--- src/rtl/system_register_pkg.sv ---
// Shared types, reset values and beat-count lookup for the system table registers.
package system_register_pkg;

    localparam int unsigned BUF_WIDTH = 96;
    localparam int unsigned CNT_WIDTH = 3;

    typedef enum logic [1:0] {
        TGT_GDTR = 2'd0,
        TGT_IDTR = 2'd1,
        TGT_LDTR = 2'd2,
        TGT_TR   = 2'd3
    } target_e;

    typedef struct packed {
        logic [31:0] base;
        logic [15:0] limit;
    } table_reg_t;

    typedef struct packed {
        logic [15:0] sel;
        logic [31:0] base;
        logic [31:0] limit;
        logic [7:0]  attr;
        logic        valid;
    } seg_reg_t;

    localparam table_reg_t GDTR_RESET = '{base: 32'h0000_0000, limit: 16'hFFFF};
    localparam table_reg_t IDTR_RESET = '{base: 32'h0000_0000, limit: 16'h03FF};
    localparam seg_reg_t   SEG_RESET  = '{sel: 16'h0000, base: 32'h0000_0000,
                                          limit: 32'h0000_FFFF, attr: 8'h00, valid: 1'b0};

    // Number of beats a load needs; a null selector collapses LDTR/TR to one beat.
    function automatic logic [CNT_WIDTH-1:0] beat_count(input target_e     tgt,
                                                         input int unsigned data_width,
                                                         input logic        null_sel);
        logic [CNT_WIDTH-1:0] n;
        if (tgt == TGT_GDTR || tgt == TGT_IDTR) begin
            n = (data_width == 16) ? CNT_WIDTH'(3) : CNT_WIDTH'(2);
        end else if (null_sel) begin
            n = CNT_WIDTH'(1);
        end else begin
            n = (data_width == 16) ? CNT_WIDTH'(5) : CNT_WIDTH'(3);
        end
        return n;
    endfunction

endpackage

--- src/rtl/descriptor_unpack.sv ---
// Combinational split of a 64-bit segment descriptor into base, limit and attributes.
module descriptor_unpack (
    input  logic [63:0] desc,
    output logic [31:0] base_c,
    output logic [31:0] limit_c,
    output logic [7:0]  attr_c
);

    logic [19:0] raw_limit_c;
    logic        unused_c;

    always_comb begin
        base_c      = {desc[63:56], desc[39:16]};
        raw_limit_c = {desc[51:48], desc[15:0]};
        attr_c      = desc[47:40];
        // Granularity bit scales the limit to 4 KiB pages.
        limit_c     = desc[55] ? {raw_limit_c, 12'hFFF} : {12'h000, raw_limit_c};
    end

    assign unused_c = ^desc[54:52];

endmodule

--- src/rtl/system_table_registers.sv ---
// Beat-wise loader for GDTR/IDTR/LDTR/TR; assembles a payload and commits it atomically.
module system_table_registers
    import system_register_pkg::*;
#(
    parameter int unsigned DATA_WIDTH = 32,
    parameter int unsigned SEL_WIDTH  = 16
) (
    input  logic                  clock,
    input  logic                  reset,
    input  logic                  load_valid,
    output logic                  load_ready,
    input  logic [1:0]            load_target,
    input  logic                  load_o16,
    input  logic [DATA_WIDTH-1:0] load_data,
    input  logic                  load_last,
    input  logic                  load_abort,
    output logic                  load_done,
    output logic                  load_error,
    output logic [31:0]           gdtr_base,
    output logic [15:0]           gdtr_limit,
    output logic [31:0]           idtr_base,
    output logic [15:0]           idtr_limit,
    output logic [SEL_WIDTH-1:0]  ldtr_sel,
    output logic [31:0]           ldtr_base,
    output logic [31:0]           ldtr_limit,
    output logic [7:0]            ldtr_attr,
    output logic                  ldtr_valid,
    output logic [SEL_WIDTH-1:0]  tr_sel,
    output logic [31:0]           tr_base,
    output logic [31:0]           tr_limit,
    output logic [7:0]            tr_attr,
    output logic                  tr_valid
);

    localparam int unsigned MAX_BEATS = BUF_WIDTH / DATA_WIDTH;

    typedef enum logic [1:0] {
        ST_IDLE    = 2'd0,
        ST_COLLECT = 2'd1,
        ST_DONE    = 2'd2
    } state_e;

    state_e               state_q, state_d;
    logic [CNT_WIDTH-1:0] cnt_q, cnt_d;
    logic [CNT_WIDTH-1:0] req_q, req_d;
    target_e              tgt_q, tgt_d;
    logic                 o16_q, o16_d;
    logic [BUF_WIDTH-1:0] asm_q, asm_d;
    logic                 done_q, done_d;
    logic                 error_q, error_d;
    logic                 ready_q, ready_d;
    table_reg_t           gdtr_q, gdtr_d, idtr_q, idtr_d;
    seg_reg_t             ldtr_q, ldtr_d, tr_q, tr_d;

    logic                 first_c, abort_c, accept_c, null_sel_c, final_c, end_c;
    logic                 tr_null_c, ldtr_null_c, frame_err_c, o16_c;
    target_e              tgt_c;
    logic [CNT_WIDTH-1:0] req_c;
    logic [31:0]          desc_base_c, desc_limit_c;
    logic [7:0]           desc_attr_c;
    table_reg_t           table_commit_c;
    seg_reg_t             seg_commit_c;

    // First-beat fields come straight from the inputs; later beats use the latched copies.
    always_comb begin
        first_c     = (state_q == ST_IDLE);
        abort_c     = (state_q == ST_COLLECT) && load_abort;
        accept_c    = load_valid && load_ready && !abort_c;
        null_sel_c  = (load_data[15:2] == 14'd0);
        tgt_c       = first_c ? target_e'(load_target) : tgt_q;
        o16_c       = first_c ? load_o16 : o16_q;
        req_c       = first_c ? beat_count(target_e'(load_target), DATA_WIDTH, null_sel_c) : req_q;
        final_c     = (CNT_WIDTH'(cnt_q + 1'b1) == req_c);
        end_c       = accept_c && (final_c || load_last);
        tr_null_c   = first_c && (tgt_c == TGT_TR) && null_sel_c;
        ldtr_null_c = first_c && (tgt_c == TGT_LDTR) && null_sel_c;
        frame_err_c = (load_last != final_c) || tr_null_c;
    end

    // Assembly buffer: each accepted beat lands in the slot selected by the beat counter.
    always_comb begin
        asm_d = asm_q;
        if (accept_c) begin
            if (first_c) begin
                asm_d = '0;
            end
            for (int i = 0; i < int'(MAX_BEATS); i++) begin
                if (cnt_q == CNT_WIDTH'(i)) begin
                    asm_d[i*DATA_WIDTH +: DATA_WIDTH] = load_data;
                end
            end
        end
    end

    descriptor_unpack u_descriptor_unpack (
        .desc    (asm_d[DATA_WIDTH +: 64]),
        .base_c  (desc_base_c),
        .limit_c (desc_limit_c),
        .attr_c  (desc_attr_c)
    );

    always_comb begin
        table_commit_c.limit = asm_d[15:0];
        table_commit_c.base  = asm_d[47:16];
        if (o16_c) begin
            table_commit_c.base[31:24] = 8'h00;
        end
        seg_commit_c.sel   = asm_d[15:0];
        seg_commit_c.base  = desc_base_c;
        seg_commit_c.limit = desc_limit_c;
        seg_commit_c.attr  = desc_attr_c;
        seg_commit_c.valid = 1'b1;
    end

    always_comb begin
        state_d = state_q;
        cnt_d   = cnt_q;
        req_d   = req_q;
        tgt_d   = tgt_q;
        o16_d   = o16_q;
        done_d  = 1'b0;
        error_d = 1'b0;
        gdtr_d  = gdtr_q;
        idtr_d  = idtr_q;
        ldtr_d  = ldtr_q;
        tr_d    = tr_q;

        unique case (state_q)
            ST_IDLE: begin
                if (accept_c) begin
                    tgt_d   = tgt_c;
                    o16_d   = o16_c;
                    req_d   = req_c;
                    cnt_d   = CNT_WIDTH'(1);
                    state_d = ST_COLLECT;
                end
            end
            ST_COLLECT: begin
                if (abort_c) begin
                    state_d = ST_IDLE;
                    cnt_d   = '0;
                end else if (accept_c) begin
                    cnt_d = CNT_WIDTH'(cnt_q + 1'b1);
                end
            end
            ST_DONE: begin
                state_d = ST_IDLE;
                cnt_d   = '0;
            end
            default: begin
                state_d = ST_IDLE;
                cnt_d   = '0;
            end
        endcase

        // Final or framing-terminating beat: commit everything on this edge or nothing.
        if (end_c) begin
            state_d = ST_DONE;
            cnt_d   = '0;
            if (frame_err_c) begin
                error_d = 1'b1;
            end else begin
                done_d = 1'b1;
                unique case (tgt_c)
                    TGT_GDTR: gdtr_d = table_commit_c;
                    TGT_IDTR: idtr_d = table_commit_c;
                    TGT_LDTR: begin
                        if (ldtr_null_c) begin
                            ldtr_d.sel   = asm_d[15:0];
                            ldtr_d.valid = 1'b0;
                        end else begin
                            ldtr_d = seg_commit_c;
                        end
                    end
                    TGT_TR:   tr_d = seg_commit_c;
                    default:  gdtr_d = gdtr_q;
                endcase
            end
        end

        ready_d = (state_d != ST_DONE);
    end

    always_ff @(posedge clock) begin
        if (reset) begin
            state_q <= ST_IDLE;
            cnt_q   <= '0;
            req_q   <= '0;
            tgt_q   <= TGT_GDTR;
            o16_q   <= 1'b0;
            asm_q   <= '0;
            done_q  <= 1'b0;
            error_q <= 1'b0;
            ready_q <= 1'b1;
            gdtr_q  <= GDTR_RESET;
            idtr_q  <= IDTR_RESET;
            ldtr_q  <= SEG_RESET;
            tr_q    <= SEG_RESET;
        end else begin
            state_q <= state_d;
            cnt_q   <= cnt_d;
            req_q   <= req_d;
            tgt_q   <= tgt_d;
            o16_q   <= o16_d;
            asm_q   <= asm_d;
            done_q  <= done_d;
            error_q <= error_d;
            ready_q <= ready_d;
            gdtr_q  <= gdtr_d;
            idtr_q  <= idtr_d;
            ldtr_q  <= ldtr_d;
            tr_q    <= tr_d;
        end
    end

    assign load_ready = ready_q;
    assign load_done  = done_q;
    assign load_error = error_q;
    assign gdtr_base  = gdtr_q.base;
    assign gdtr_limit = gdtr_q.limit;
    assign idtr_base  = idtr_q.base;
    assign idtr_limit = idtr_q.limit;
    assign ldtr_sel   = SEL_WIDTH'(ldtr_q.sel);
    assign ldtr_base  = ldtr_q.base;
    assign ldtr_limit = ldtr_q.limit;
    assign ldtr_attr  = ldtr_q.attr;
    assign ldtr_valid = ldtr_q.valid;
    assign tr_sel     = SEL_WIDTH'(tr_q.sel);
    assign tr_base    = tr_q.base;
    assign tr_limit   = tr_q.limit;
    assign tr_attr    = tr_q.attr;
    assign tr_valid   = tr_q.valid;

endmodule

--- config.mk ---
export PLATFORM = sky130hd
export DESIGN_NAME = system_table_registers
export DESIGN_NICKNAME = d
export VERILOG_FILES = /design/src/rtl/system_register_pkg.sv /design/src/rtl/descriptor_unpack.sv /design/src/rtl/system_table_registers.sv
export SDC_FILE = /design/constraint.sdc
export NUM_CORES = 1
export LEC_CHECK = 0
export BUFFER_PORTS_ARGS = -buffer_cell sky130_fd_sc_hd__buf_4
export CAP_MARGIN = 20
export CORE_ASPECT_RATIO = 1.1
export CORE_MARGIN = 10
export CORE_UTILIZATION = 42
export CTS_CLUSTER_DIAMETER = 100
export CTS_CLUSTER_SIZE = 30
export DETAILED_ROUTE_END_ITERATION = 8
export PLACE_DENSITY = 0.68
export SLEW_MARGIN = 20
export SYNTH_ARGS = -nofsm -noshare
export SYNTH_HDL_FRONTEND = slang
export SYNTH_SLANG_ARGS = --single-unit
--- constraint.sdc ---
create_clock -name clock -period 3.75 [get_ports clock]
set_clock_uncertainty 0.05 [all_clocks]
set_input_delay 0.1875 -clock clock [delete_from_list [all_inputs] [get_ports clock]]
set_output_delay 0.1875 -clock clock [all_outputs]
set_load 0.02 [all_outputs]
==> results of run 1 <==
-- worst max-delay path by stage --
stage	from	to	slack [ns]	depth (start not counted)
2_1_floorplan	state_q[1]	ldtr_limit[0]	0.64	14
3_3_place_gp	cnt_q[0]	tr_limit[1]	0.47	10
3_5_place_dp	cnt_q[0]	tr_limit[12]	0.39	10
4_1_cts	cnt_q[0]	tr_limit[12]	0.36	10
5_1_grt	cnt_q[0]	tr_limit[6]	0.05	10
6_report	cnt_q[0]	tr_limit[12]	0.34	10
-- flip-flops by register name, summed over array words and instances, names as in the netlist, 8 cells and up --
| signal | count |
|---|---|
| asm_q | 93 |
| gdtr_base | 32 |
| gdtr_limit | 16 |
| idtr_base | 32 |
| idtr_limit | 16 |
| ldtr_attr | 8 |
| ldtr_base | 32 |
| ldtr_limit | 32 |
| ldtr_sel | 16 |
| tr_attr | 8 |
| tr_base | 32 |
| tr_limit | 32 |
| tr_sel | 16 |
-- routing by layer --
metal	share of wire	global-route usage	vias to the layer above	wire, um
li1	-	-	6093	-
met1	0.42	0.288	6153	21100
met2	0.49	0.387	453	24400
met3	0.069	0.0439	66	3450
met4	0.024	0.0630	0	1190
met5	0	0	-	0
-- worst max-delay path, delay by kind of cell, from the launching register on --
| family | cells | cell delay (ns) |
|---|---|---|
| xor+xnor | 2 | 0.27 |
| simple gates | 3 | 0.98 |
| fa+ha+maj | 2 | 0.59 |
| flops | 1 | 0.50 |
| compound gates | 3 | 0.94 |
-- metrics by stage --
stage / utilization / instance area (um^2) / total power (uW)
2_1_floorplan: - / 14300 / 5060
3_3_place_gp: 0.509 / 17000 / 5550
3_5_place_dp: 0.509 / 17000 / 5570
4_1_cts: 0.532 / 17700 / 7670
5_1_grt: 0.532 / 17700 / 7910
6_report: 0.532 / 17700 / 7610
-- cells in the final DEF (no fill, tap or decap), types with 15 or more instances in the layout --
cell type      netlist  final
dfxtp_1            381    381
buf_4                6    350
a21oi_1            204    204
nor2_1             197    194
a211oi_1           147    147
nand2_1            105    105
o21ai_0             70     70
o211ai_1            60     60
and3_1              52     49
nand3_1             47     47
dlygate4sd3_1        0     32
nand4_1             24     24
a211oi_2            22     22
clkbuf_16            0     17
and2_1              15     15
-- Yosys cell counts (all sizes together), types with 2 or more instances --
| master | number | area [um^2] |
|---|---|---|
| dfxtp | 381 | 7630 |
| a21oi | 218 | 1170 |
| nor2 | 199 | 757 |
| a211oi | 169 | 1380 |
| nand2 | 106 | 400 |
| clkbuf | 102 | 384 |
| o21ai | 78 | 390 |
| o211ai | 60 | 450 |
| buf | 55 | 317 |
| and3 | 52 | 325 |
| nand3 | 47 | 235 |
| nand4 | 24 | 150 |
| and2 | 15 | 93.8 |
| mux2i | 11 | 110 |
| o21a | 10 | 75.1 |
| o22ai | 8 | 50.1 |
| ha | 5 | 62.6 |
| inv | 5 | 18.8 |
| nor4 | 4 | 40.0 |
| xnor2 | 3 | 26.3 |
| and4b | 2 | 20.0 |
| mux2 | 2 | 22.5 |
| nand4b | 2 | 17.5 |
| nor3 | 2 | 10.0 |
| nor3b | 2 | 15.0 |
| o31ai | 2 | 15.0 |
-- power by group through the flow --
stage	clock, uW	sequential [uW]	combinational, uW
5_1_grt	2290	4300	1320
4_1_cts	2160	4280	1230
2_1_floorplan	0	4480	580
6_report	2100	4280	1230
3_3_place_gp	0	4370	1180
3_5_place_dp	0	4370	1190
-- kinds of logic after synthesis --
kind of cell             count (synthesis)  share of synthesized area
flip-flops                             381                      0.535
AND/OR/NAND/NOR                        464                      0.151
multiplexers                            13                    0.00929
buffers and inverters                  162                     0.0504
XOR/XNOR                                 4                    0.00246
adder cells (fa/ha/maj)                  5                    0.00438
AO/OA/AOI/OAI                          546                      0.248
-- cell type report --
cell class | count | area, um^2
sequential | 381 | 7630
timing repair buffer | 391 | 3120
clock buffer | 18 | 429
fill | 3081 | 15600
clock inverter | 1 | 8.76
multi-input combinational | 1032 | 5990
tap | 432 | 541
inverter | 5 | 18.8
==> results by group, run 1 <==
Outcome
  – Outcome: completed

Die
  – Num rows: 70
  – Core area: 33400 um^2
  – Die span in x: 196 um
  – Starting density of the core: 0.428
  – Die H: 213 um
  – Die ar.: 41800 um^2
  – I/O pin count: 317

Cells and area
  – Fraction of layout cells with a size suffix above 1: 0.237
  – Area growth syn-to-layout: 24.3%
  – # diodes: 0
  – Finished Layout Cells: 2260
  – NumNets Final: 1872

Power
  – Cell-internal power: 5450 uW
  – Comb power frac: 0.161
  – Max rail drop VDD: 0.462 mV
  – P_sw: 2160 uW
  – Leak pwr: 0.00690 uW
  – P per Cell Area: 429 nW/um^2
  – Switching Share: 0.284
  – Clock Power Share: 0.276
  – Seq pwr share: 0.563

Timing
  – Unrepaired setup endpoints after global routing: no
  – Setup-failing EPs final: 0
  – Final Max Tran Viols: 0
  – Final hold vios: 0
  – Worst rel slew slack: 0.309
  – Worst Tran Pin Value: 1.04 ns
  – Hold Slack: 0.0168 ns
  – Fin crit share: 0.910
  – Setup_tns: 0 ns
  – Crit path time final: 3.41 ns
  – Final worst slack: 0.338 ns
  – Max Fclk: 0.293 GHz

Yosys
  – Yosys reg bits: 381
  – Syn Area/Cell: 9.06 um^2
  – Number of flops mapped to enable cells by yosys: 0
  – Ys flop type: dfxtp_1
  – Async S/R FF share, synth: 0
  – Synth Instances: 1575
  – Synth warnings: 0
  – Cell variety after synth: 49
  – Mapped cell area: 14300 um^2
  – Net count after synthesis: 1620
  – Sequential fraction of the synthesis area: 0.535

Worst setup path
  – R2r startpoint: cnt_q[0]
  – Crit end category: flip-flop
  – Slowest stage cell, crit path: dfxtp_1
  – Worst setup SP type: flip-flop
  – CP max stage delay: 0.50 ns
  – Critical Path RT: 4.13 ns
  – Crit Path Class: reg -> reg
  – CP max FO: 16
  – Worst r2r path cells: 10
  – Reg2reg setup slack: 0.34 ns
  – Critical path arrival: 3.80 ns
  – FF-to-FF End: tr_limit[12]
  – Crit-path cells: ha_1 -> xnor2_1 -> xnor2_1 -> o31ai_1 -> nand3_1 -> ha_1 -> nor4_4 -> o211a_4 -> nand2_1 -> o211ai_1

Drt
  – Antenna-violating nets left: 0
  – Drt wl/cell: 22.2 um
  – Post-DR vias/cell: 5.65
  – Routed wire length: 50100 um
  – 1st-iter DRT viols: 1075
  – DRC viols: 0
  – DRT Pass-1 Iters: 5
  – Vias post-DR: 12800

Hold path
  – Worst Min Path Start: load_data[5]
  – HP Class: in -> reg
  – Worst Hold Depth: 3
  – Hold Path End: asm_q[5]

Clock tree
  – CTS Hold Bufs: 32
  – Post-cts sizing count: 0
  – Worst-path clk slew: 0.11 ns
  – Root Buffer Master: clkbuf_16
  – CTS tree: done
  – Worst-case clock buffer depth: 3
  – CTS buffer count: 16
  – CTS H-Tree Depth: 1
  – Clock latency on the worst-skew pair: 0.53 ns
  – Clock sinks: 381
  – Post-CTS setup buffers: 0

Job
  – Maxcap violations: 0

Global routing
  – First-pass GRT wire length: 76200 um
  – Antenna violations before repair: 0
  – Largest net degree at the start of global routing: 118
  – Gr usage total: 0.227
  – Vias in the first global route: 12200
  – GRT overflow: 0

Place
  – I/O Buffers: 316
  – Place WS: 0.391 ns
  – GPL Wtd Cong: 0.872
  – Placed insts: 2209
  – DP HPWL: 34900 um
Power figures use the tool's default switching activity.
==> inputs of run 2 (changes only) <==
- CTS_BUF_LIST: default -> sky130_fd_sc_hd__clkbuf_8 sky130_fd_sc_hd__clkbuf_16
- PLACE_DENSITY: 0.68 -> default
- PLACE_DENSITY_LB_ADDON: default -> 0.05
==> results by group, run 2 (synthesized netlist as in run 1, its figures left out) <==
Global routing
  – First-pass GRT wire length: 75800 um
  – Gr usage total: 0.227
  – GRT overflow: 0
  – Vias in the first global route: 12200
  – Largest net degree at the start of global routing: 107
  – Antenna violations before repair: 0

Worst setup path
  – CP max FO: 24
  – Critical path arrival: 3.84 ns
  – Crit Path Class: reg -> reg
  – Critical Path RT: 4.16 ns
  – Crit-path cells: ha_1 -> xnor2_1 -> xnor2_1 -> o31ai_1 -> nand3_1 -> ha_1 -> nor4_4 -> and3_4 -> buf_4 -> nor2_1 -> a211oi_2
  – Crit end category: flip-flop
  – Slowest stage cell, crit path: dfxtp_1
  – Delay-heaviest family, CP: simple AND/OR/NAND/NOR gates
  – CP bufs+invs: 1
  – Worst setup SP type: flip-flop
  – CP max stage delay: 0.51 ns

Clock tree
  – Post-CTS setup buffers: 0
  – Worst-case clock buffer depth: 3
  – Clock latency on the worst-skew pair: 0.52 ns
  – CTS Hold Bufs: 32
  – Worst-path clk slew: 0.12 ns
  – Root Buffer Master: clkbuf_16
  – Clock sinks: 381
  – CTS H-Tree Depth: 1
  – Post-cts sizing count: 0
  – CTS buffer count: 16
  – CTS tree: done

Timing
  – Crit path time final: 3.44 ns
  – Setup_tns: 0 ns
  – Final hold vios: 0
  – Final Max Tran Viols: 0
  – Setup-failing EPs final: 0
  – Unrepaired setup endpoints after global routing: no
  – Max Fclk: 0.291 GHz
  – Worst Tran Pin Value: 0.976 ns
  – Worst rel slew slack: 0.350
  – Fin crit share: 0.916
  – Hold Slack: 0.0131 ns

Power
  – Max rail drop VDD: 0.372 mV
  – Leak pwr: 0.00691 uW
  – P per Cell Area: 429 nW/um^2

Drt
  – DRC viols: 0
  – Drt wl/cell: 22.2 um
  – Routed wire length: 50100 um
  – Antenna-violating nets left: 0
  – Post-DR vias/cell: 5.56
  – Vias post-DR: 12600
  – 1st-iter DRT viols: 898
  – DRT Pass-1 Iters: 5

Cells and area
  – Most flop-heavy register: asm_q
  – NumNets Final: 1874
  – Area growth syn-to-layout: 24.4%
  – Commonest non-fill, non-tap cell in the layout: dfxtp_1
  – Commonest non-fill, non-tap cells in the layout: dfxtp_1 (381), buf_4 (352), a21oi_1 (204)
  – Max FFs per register: 93
  – Fraction of layout cells with a size suffix above 1: 0.238
  – Utilization after layout: 0.532
  – # diodes: 0

Die
  – Starting density of the core: 0.428
  – Die H: 213 um
  – Core area: 33400 um^2
  – I/O pin count: 317
  – Die span in x: 196 um
  – Die ar.: 41800 um^2
  – Num rows: 70

Outcome
  – Outcome: completed

Place
  – I/O Buffers: 316
  – GPL Wtd Cong: 0.860
  – DP HPWL: 35100 um

Hold path
  – HP Class: in -> reg

Job
  – Maxcap violations: 0
## run 2: changes by cell type in the layout (fill, tap and decap cells not counted)
cell      before  now
clkbuf_1       1    0
inv_1          4    5
buf_4        350  352
## run 2: per-layer routing
| layer | global-route usage | part of all wire | up-vias |
|---|---|---|---|
| li1 | - | - | 6114 |
| met1 | 0.296 | 0.43 | 6041 |
| met2 | 0.383 | 0.49 | 389 |
| met3 | 0.0483 | 0.071 | 37 |
| met4 | 0.0403 | 0.014 | 0 |
| met5 | 0 | 0 | - |
## run 2: report_power, final
group | internal (uW) | total, uW | switching, uW
combinational | 419 | 1230 | 809
sequential | 4200 | 4280 | 84.9
clock | 830 | 2100 | 1270
total | 5450 | 7610 | 2160
## run 2: path summary, 6_finish.rpt
path | from | endpoint | slack [ns] | cells after the start
min | load_data[3] | asm_q[3] | 0.01 | 3
max | cnt_q[0] | ldtr_sel[5] | 0.31 | 11
max reg2reg | cnt_q[0] | ldtr_sel[5] | 0.31 | 11
min reg2reg | gdtr_base[30] | gdtr_base[30] | 0.41 | 2
## run 2: per-stage QoR
stage,std cells,cell area [um^2],total power (uW),setup slack (ns)
CTS,2262,17800,7670,0.337
global placement,2211,17000,5560,0.490
finish,2262,17800,7610,0.315
global route,2262,17800,7920,0.0469
detailed placement,2211,17000,5580,0.372
floorplan,1575,14300,5060,0.642
## run 2: cell type report
type                    instances  area (um^2)
clock buffers                  17          425
clock inverters                 2         12.5
repair buffers                393         3140
fillers                      3188        15600
flip-flops and latches        381         7630
well taps                     432          541
multi-input cells            1032         5990
inverters                       5         18.8
## run 2: worst min-delay path, stage by stage
cell and delay, ns:
buf_4 0.14, a21oi_2 0.14, nor2_1 0.09
==> inputs of run 3 (changes only) <==
--- a/config.mk
+++ b/config.mk
@@ -6,4 +6,5 @@
 export NUM_CORES = 1
 export LEC_CHECK = 0
+export ABC_CLOCK_PERIOD_IN_PS = 3750
 export BUFFER_PORTS_ARGS = -buffer_cell sky130_fd_sc_hd__buf_4
 export CAP_MARGIN = 20
==> constraint.sdc (replaced) <==
create_clock -name clock -period 3.75 [get_ports clock]
set_clock_uncertainty 0.05 [all_clocks]
set_input_delay 0.5625 -clock clock [delete_from_list [all_inputs] [get_ports clock]]
set_output_delay 0.5625 -clock clock [all_outputs]
set_load 0.02 [all_outputs]
==> results by group, run 3 (synthesized netlist as in run 1, its figures left out) <==
Cells and area
  – # diodes: 0
  – Post-route cell area: 17600 um^2
  – Commonest non-fill, non-tap cells in the layout: dfxtp_1 (381), buf_4 (359), a21oi_1 (204)
  – Area growth syn-to-layout: 23.1%
  – Max FFs per register: 93
  – NumNets Final: 1852
  – Finished Layout Cells: 2240
  – Most flop-heavy register: asm_q
  – Fraction of layout cells with a size suffix above 1: 0.247
  – Commonest non-fill, non-tap cell in the layout: dfxtp_1

Clock tree
  – Worst-path clk slew: 0.12 ns
  – Clock latency on the worst-skew pair: 0.53 ns
  – CTS tree: done
  – Post-cts sizing count: 0
  – Root Buffer Master: clkbuf_16
  – CTS buffer count: 16
  – Clock sinks: 381
  – CTS Hold Bufs: 0
  – Post-CTS setup buffers: 0
  – Worst-case clock buffer depth: 3
  – CTS H-Tree Depth: 1

Worst setup path
  – Worst setup SP type: flip-flop
  – CP Capture Point: tr_limit[11]
  – Critical Path RT: 4.07 ns
  – R2r startpoint: cnt_q[0]
  – CP max FO: 28
  – Worst setup path start: cnt_q[0]
  – FF-to-FF End: tr_limit[11]
  – Crit Path Class: reg -> reg
  – Reg2reg setup slack: 0.45 ns
  – Worst r2r path cells: 11
  – Crit end category: flip-flop
  – Critical path arrival: 3.62 ns

Drt
  – Vias post-DR: 12500
  – DRT Pass-1 Iters: 6
  – Drt wl/cell: 22.1 um
  – Post-DR vias/cell: 5.57
  – Routed wire length: 49600 um
  – DRC viols: 0
  – 1st-iter DRT viols: 1031
  – Antenna-violating nets left: 0

Timing
  – Final hold vios: 0
  – Setup_tns: 0 ns
  – Fin crit share: 0.880
  – Setup-failing EPs final: 0
  – Max Fclk: 0.303 GHz
  – Final Max Tran Viols: 0
  – Crit path time final: 3.30 ns
  – Unrepaired setup endpoints after global routing: no
  – Worst Tran Pin Value: 1.00 ns
  – Final worst slack: 0.450 ns
  – Worst rel slew slack: 0.333

Place
  – GPL Wtd Cong: 0.851
  – Place WS: 0.143 ns
  – DP HPWL: 35200 um
  – I/O Buffers: 316
  – Placed insts: 2221
  – Placed instance area: 17100 um^2

Global routing
  – Vias in the first global route: 11900
  – GRT overflow: 0
  – Antenna violations before repair: 0
  – Gr usage total: 0.224
  – First-pass GRT wire length: 74600 um
  – Largest net degree at the start of global routing: 91

Power
  – P per Cell Area: 437 nW/um^2
  – Leak pwr: 0.00685 uW
  – Total Power: 7680 uW
  – Max rail drop VDD: 0.385 mV

Die
  – Die H: 213 um
  – Num rows: 70
  – Die ar.: 41800 um^2
  – Core area: 33400 um^2
  – Die span in x: 196 um
  – I/O pin count: 317
  – Starting density of the core: 0.428

Hold path
  – HP Class: in -> reg
  – Worst Min Path Start: load_data[22]

Job
  – Maxcap violations: 0

Outcome
  – Outcome: completed
run 3: cell count changes in the layout (fill, tap and decap cells not counted), sizes merged:
cell | previous run | this run
buf | 361 | 371
bufinv | 0 | 1
clkinvlp | 0 | 1
dlygate4sd3 | 32 | 0
inv | 7 | 5
run 3: cell type report:
cell class	count	area, um^2
Sequential cell	381	7630
Clock inverter	2	37.5
Multi-Input combinational cell	1032	5990
Timing Repair Buffer	371	2930
Tap cell	432	541
Inverter	5	18.8
Clock buffer	17	425
Fill cell	3154	15800
run 3: stage by stage:
step                hold slack [ns]   util
finish                        0.264  0.527
global route                  0.254  0.527
detailed placement            0.400  0.513
CTS                           0.248  0.527
floorplan                     0.396      -
global placement              0.396  0.513
run 3: worst max-delay path, stage by stage, from the launching register on:
cell      delay [ns]
dfxtp_1         0.51
ha_1            0.26
xnor2_1         0.17
xnor2_1         0.09
o31ai_1         0.25
nand3_1         0.10
ha_1            0.33
nor4_4          0.49
o211ai_1        0.25
buf_4           0.29
o21ai_0         0.21
o211ai_1        0.13
run 3: how the worst min path moves through the flow:
| stage | cells past startpoint | slack [ns] | endpoint |
|---|---|---|---|
| global route | 3 | 0.25 | asm_q[54] |
| detailed placement | 2 | 0.40 | idtr_base[28] |
| CTS | 3 | 0.25 | asm_q[54] |
| floorplan | 2 | 0.40 | tgt_q[1] |
| global placement | 2 | 0.40 | gdtr_base[30] |
| finish | 3 | 0.26 | asm_q[54] |
run 3: where the power goes:
part | switching, uW | total [uW] | internal (uW)
registers | 80.4 | 4280 | 4200
clock network | 1290 | 2190 | 897
logic | 805 | 1210 | 405
run 3: metal layers:
layer,global-route usage,share of wire,wire length (um)
met1,0.295,0.43,21300
met2,0.367,0.48,23600
met5,0,0,0
met4,0.0508,0.020,987
met3,0.0515,0.073,3630
